--- src/rtl/slave_fifo_resp.sv ---
// slave_fifo_resp
// FIFO-backed mailbox responder on the shared two-master bus. Writes to DATA
// push words and reads from DATA pop them. STATUS reports the count and the
// full/empty flags. CTRL bit0 flushes the FIFO. A transfer that cannot
// complete (full, empty or a lock conflict) gets a RETRY response.
//
// Ports
//   CLK     in   bus clock, rising edge
//   RST     in   asynchronous active-low reset
//   SEL     in   slave select from arbiter decode
//   HADDR   in   [15] start, [14:13] slave id (unused), [12] write, [11:0] offset
//   HWDATA  in   write data, valid with HADDR
//   HMAS    in   id of the master owning the bus
//   MLOCK   in   locked-sequence indicator
//   HRDATA  out  read data, valid in the response cycle only
//   HRESP   out  00 OKAY, 01 ERROR, 10 RETRY
//   HREADY  out  0 while a wait state is in progress
//
// state  | meaning
// S_IDLE | no transfer; waiting for SEL with HADDR[15] set
// S_WAIT | wait states after capture; SEL low aborts the transfer
// S_RESP | one response cycle; the FIFO change commits on the closing edge

module slave_fifo_resp #(
   parameter int DEPTH = 16,
   parameter int PTR_W = 4,
   parameter int WAIT  = 1
) (
   input  logic        CLK,
   input  logic        RST,
   input  logic        SEL,
   input  logic [15:0] HADDR,
   input  logic [31:0] HWDATA,
   input  logic [1:0]  HMAS,
   input  logic        MLOCK,
   output logic [31:0] HRDATA,
   output logic [1:0]  HRESP,
   output logic        HREADY
);

   typedef enum logic [1:0] {
      S_IDLE = 2'd0,
      S_WAIT = 2'd1,
      S_RESP = 2'd2
   } state_t;

   localparam logic [11:0]    OFF_DATA   = 12'h000;
   localparam logic [11:0]    OFF_STATUS = 12'h004;
   localparam logic [11:0]    OFF_CTRL   = 12'h008;
   localparam logic [1:0]     RESP_OKAY  = 2'b00;
   localparam logic [1:0]     RESP_ERROR = 2'b01;
   localparam logic [1:0]     RESP_RETRY = 2'b10;
   localparam logic [PTR_W:0] COUNT_FULL = (PTR_W+1)'(DEPTH);
   localparam logic [2:0]     WAIT_LAST  = 3'(WAIT);

   state_t           state, state_nxt;
   logic [2:0]       wait_cnt;
   logic [11:0]      cap_off;
   logic             cap_wr;
   logic [31:0]      cap_wdata;
   logic [1:0]       cap_mas;
   logic             lock_active;
   logic [1:0]       lock_owner;
   logic [31:0]      mem [DEPTH];
   logic [PTR_W-1:0] wr_ptr, rd_ptr;
   logic [PTR_W:0]   count;
   logic             full, empty;
   logic             start;
   logic             do_push, do_pop, do_flush;
   logic [1:0]       resp_code;
   logic [31:0]      resp_data;
   logic             commit;
   logic             unused_haddr;

   assign unused_haddr = &{1'b0, HADDR[14:13]};

   assign start  = SEL & HADDR[15];
   assign full   = (count == COUNT_FULL);
   assign empty  = (count == '0);
   assign commit = (state == S_RESP);

   always_ff @(posedge CLK or negedge RST) begin
      if (!RST) state <= S_IDLE;
      else      state <= state_nxt;
   end

   always_comb begin
      state_nxt = state;
      case (state)
         S_IDLE: if (start) state_nxt = (WAIT == 0) ? S_RESP : S_WAIT;
         S_WAIT: begin
            if (!SEL)                       state_nxt = S_IDLE;
            else if (wait_cnt == WAIT_LAST) state_nxt = S_RESP;
         end
         S_RESP:  state_nxt = S_IDLE;
         default: state_nxt = S_IDLE;
      endcase
   end

   always_comb begin
      HRDATA = '0;
      HRESP  = RESP_OKAY;
      HREADY = 1'b1;
      case (state)
         S_WAIT: HREADY = 1'b0;
         S_RESP: begin
            HRESP  = resp_code;
            HRDATA = resp_data;
         end
         default: ;
      endcase
   end

   // Capture the transfer; wait_cnt starts at 1 so WAIT_LAST is reached
   // after exactly WAIT wait cycles.
   always_ff @(posedge CLK or negedge RST) begin
      if (!RST) begin
         wait_cnt  <= '0;
         cap_off   <= '0;
         cap_wr    <= 1'b0;
         cap_wdata <= '0;
         cap_mas   <= '0;
      end else if (state == S_IDLE && start) begin
         wait_cnt  <= 3'd1;
         cap_off   <= HADDR[11:0];
         cap_wr    <= HADDR[12];
         cap_wdata <= HWDATA;
         cap_mas   <= HMAS;
      end else if (state == S_WAIT && wait_cnt != WAIT_LAST) begin
         wait_cnt  <= wait_cnt + 3'd1;
      end
   end

   // Lock owner is the first master that starts a transfer with MLOCK high;
   // it holds until any edge that sees MLOCK low.
   always_ff @(posedge CLK or negedge RST) begin
      if (!RST) begin
         lock_active <= 1'b0;
         lock_owner  <= '0;
      end else if (!MLOCK) begin
         lock_active <= 1'b0;
      end else if (state == S_IDLE && start && !lock_active) begin
         lock_active <= 1'b1;
         lock_owner  <= HMAS;
      end
   end

   // Response decode from captured values and the pre-commit FIFO state.
   always_comb begin
      resp_code = RESP_OKAY;
      resp_data = '0;
      do_push   = 1'b0;
      do_pop    = 1'b0;
      do_flush  = 1'b0;
      if (lock_active && cap_mas != lock_owner) begin
         resp_code = RESP_RETRY;
      end else begin
         case (cap_off)
            OFF_DATA: begin
               if (cap_wr) begin
                  if (full) resp_code = RESP_RETRY;
                  else      do_push   = 1'b1;
               end else begin
                  if (empty) resp_code = RESP_RETRY;
                  else begin
                     resp_data = mem[rd_ptr];
                     do_pop    = 1'b1;
                  end
               end
            end
            OFF_STATUS: begin
               if (cap_wr) resp_code = RESP_ERROR;
               else        resp_data = {16'b0, 14'(count), full, empty};
            end
            OFF_CTRL: begin
               if (cap_wr) do_flush  = cap_wdata[0];
               else        resp_code = RESP_ERROR;
            end
            default: resp_code = RESP_ERROR;
         endcase
      end
   end

   always_ff @(posedge CLK or negedge RST) begin
      if (!RST) begin
         wr_ptr <= '0;
         rd_ptr <= '0;
         count  <= '0;
      end else if (commit) begin
         if (do_flush) begin
            wr_ptr <= '0;
            rd_ptr <= '0;
            count  <= '0;
         end else if (do_push) begin
            wr_ptr <= wr_ptr + 1'b1;
            count  <= count + 1'b1;
         end else if (do_pop) begin
            rd_ptr <= rd_ptr + 1'b1;
            count  <= count - 1'b1;
         end
      end
   end

   always_ff @(posedge CLK) begin
      if (commit && do_push) mem[wr_ptr] <= cap_wdata;
   end

endmodule

--- config.mk ---
export PLATFORM = sky130hd
export DESIGN_NAME = slave_fifo_resp
export DESIGN_NICKNAME = d
export VERILOG_FILES = /design/src/rtl/slave_fifo_resp.sv
export SDC_FILE = /design/constraint.sdc
export NUM_CORES = 1
export LEC_CHECK = 0
export BUFFER_PORTS_ARGS = -buffer_cell sky130_fd_sc_hd__buf_2
export CORE_ASPECT_RATIO = 2
export CORE_MARGIN = 2
export CORE_UTILIZATION = 50
export DETAILED_ROUTE_END_ITERATION = 8
export HOLD_SLACK_MARGIN = 0.08
export PLACE_DENSITY_LB_ADDON = 0.05
export SETUP_SLACK_MARGIN = 0.4
export SLEW_MARGIN = 5
export SYNTH_ARGS = -nofsm -noshare
export SYNTH_HDL_FRONTEND = slang
export SYNTH_SLANG_ARGS = --single-unit
--- constraint.sdc ---
create_clock -name CLK -period 11.15 [get_ports CLK]
set_input_delay 3.345 -clock CLK [delete_from_list [all_inputs] [get_ports CLK]]
set_output_delay 3.345 -clock CLK [all_outputs]
set_load 0.01 [all_outputs]
==> reports/results.txt <==
Status = complete, no violations
Total overflow reported by the global router = 0
Hold buffer count at CTS = 0
R2r startpoint = cap_off[7]
First-iteration detailed-routing DRC count = 830
Final period util = 66.4%
Actual slew at the worst max-slew pin = 1.13 ns
Reg2reg setup slack = 7.23 ns
DRT Wirelength = 51800 um
CP Launch Type = register
CP Class = reg -> out
Top Ports = 89
Input/output buffers = 86
GPL Wtd Cong = 0.757
FF+latch count, synth = 580
Placeable Area = 44900 um2
Antenna Cells = 0
Starting density of the core = 50.6%
Placed wire-length estimate = 29100 um
Worst endpoint required time = 7.81 ns
Placed cell areas = 24000 um2
Dominant cell type by area after synthesis = edfxtp_1
Cell depth of the worst flop-to-flop path = 5
Yosys top cell area share = 67.7%
H-tree levels = 2
CP arrival = 4.05 ns
Clock Latency Late Sink = 0.58 ns
Hold Path End = state[1]
DRC = 0
Max Fanout on Critical Path = 42
Clock sinks = 580
RSZ-0062 raised after global routing = false
Layout area overhead = 12.6%
Power Dens Cells = 185 nW/um2
Relative max-transition margin = 24.7%
Top_reg_cell synth = edfxtp_1
Post-synth EDFFs = 512
CTS tree = yes
Fin crit period = 7.40 ns
DIE HEIGHT = 305 um
Syn Nets = 1166
Row cnt = 110
Commonest non-fill, non-tap cell in the layout = edfxtp_1
Setup TNS = 0 ns
Crit Reg-Reg Endpoint = mem[5][19]
Mapped Area = 22700 um2
Post_cts resized = 0
Crit. End Element = output port
Final Max Slew Viols = 0
Final Hold Fails = 0
DIE AREA = 47200 um2
Hold path depth = 1
Warnings from Yosys = 0
Critical hold path startpoint = wait_cnt[2]
Die Span X = 155 um
Via count = 11100
Largest cells by area after synthesis = edfxtp_1, mux4_2, dfrtp_1, mux2_2, mux2i_1
Gr usage total = 22.5%
Setup repair bufs after CTS = 0
Most frequent cells in the layout = edfxtp_1, mux4_2, buf_2
Number of global-route vias before repair = 11700
WL per Instance = 28.4 um
Drt pass-1 iters = 5
Fraction of layout cells with a size suffix above 1 = 31.3%
Initial antenna violation count = 0
Fin nets = 1286
Post-layout instance area = 25600 um2
Worst clock skew = 0.0229 ns
First-pass GRT wire length = 76600 um
Worst hold path type = reg -> reg
Synthesized area per cell = 20.6 um2
Worst-path clk slew = 0.06 ns
Setup Viol. Count Final = 0
Root Driver = clkbuf_16
Largest net degree at the start of global routing = 122
Clock buffer depth = 3
FFs w/ async S/R, synth = 11.7%
Max cap viols = 0
Pleak = 0.00826 uW
Yosys cell types = 50
Max VDD drop = 0.000139 V
Max Clock Freq = 135 MHz
ANT nets after route = 0
Total CTS buffers = 51
CP Launch Point = rd_ptr[1]
Sequential-to-total area share from yosys stat = 75.2%
Cells after Synth = 1100
Number of vias per cell = 6.10
-- registers in the layout (all words and copies together) (netlist names) --
signal,count
cap_off,12
cap_mas,2
mem,512
count,5
cap_wdata,32
wait_cnt,3
cap_wr,1
lock_active,1
state,2
lock_owner,2
rd_ptr,4
wr_ptr,4
-- cells by family (layout without fill, tap and decap cells) --
logic type	Yosys count	after routing	synth area share [%]
buffers and inverters	67	229	1.28
and+or+nand+nor	119	119	2.93
xor gates and xnor gates	8	8	0.309
DFF	580	580	75.2
muxes	211	211	16.4
AOI/OAI and AO/OA	103	103	3.19
adders and majority gates	12	12	0.694
-- final cells by class --
type | count | area (um2)
fill | 3404 | 19300
timing repair buffer | 121 | 708
inverter | 13 | 48.8
clock buffer | 68 | 1360
tap | 560 | 701
multi-input combinational | 453 | 5430
sequential | 580 | 17100
clock inverter | 27 | 228
-- how the worst max path moves through the flow --
stage / to / cells past startpoint
global placement: HRDATA[6] / 7
CTS: HRDATA[6] / 7
floorplan: HRDATA[1] / 4
detailed placement: HRDATA[6] / 7
finish: HRDATA[6] / 7
global route: HRDATA[6] / 7
-- critical path: stages, from the launching register on --
cell     delay (ns)
dfrtp_4        0.72
buf_4          0.65
buf_4          0.67
mux4_2         0.44
mux4_2         0.53
nor2_1         0.12
nor3_1         0.07
buf_2          0.16
-- metal layers --
layer,up-vias,global-route usage (%),routed length [um]
li1,4788,-,-
met1,5978,28.5,20300
met2,283,40.9,28100
met3,73,2.98,2190
met4,0,5.73,1250
met5,-,0,0
-- synth_stat cells (8+ instances only) --
library cell / count
a21oi_1: 18
a221oi_1: 20
a22oi_1: 24
buf_4: 8
clkbuf_1: 33
dfrtp_1: 68
edfxtp_1: 512
ha_1: 11
inv_1: 12
mux2_2: 47
mux2i_1: 40
mux4_2: 124
nand2_1: 27
nand3_1: 8
nor2_1: 18
nor2b_1: 18
nor4_1: 9
o21ai_0: 19
-- power breakdown --
| part | internal [uW] | switching (uW) | total, uW |
|---|---|---|---|
| clock | 933 | 779 | 1710 |
| sequential | 2640 | 216 | 2860 |
| combinational | 86.4 | 67.1 | 154 |
-- per-stage QoR --
stage                     total power [uW]  cells  hold slack [ns]  setup WS [ns]  util [%]
after floorplan                       2930   1100            0.409           5.52         -
after global placement                3040   1727            0.416           4.32      53.4
after detailed placement              3070   1727            0.436           4.34      53.4
after CTS                             4770   1822            0.444           3.69      57.0
after global routing                  4890   1822            0.454           3.59      57.0
final                                 4720   1822            0.439           3.75      57.0
Note: power is estimated with default switching activity, not from simulation.
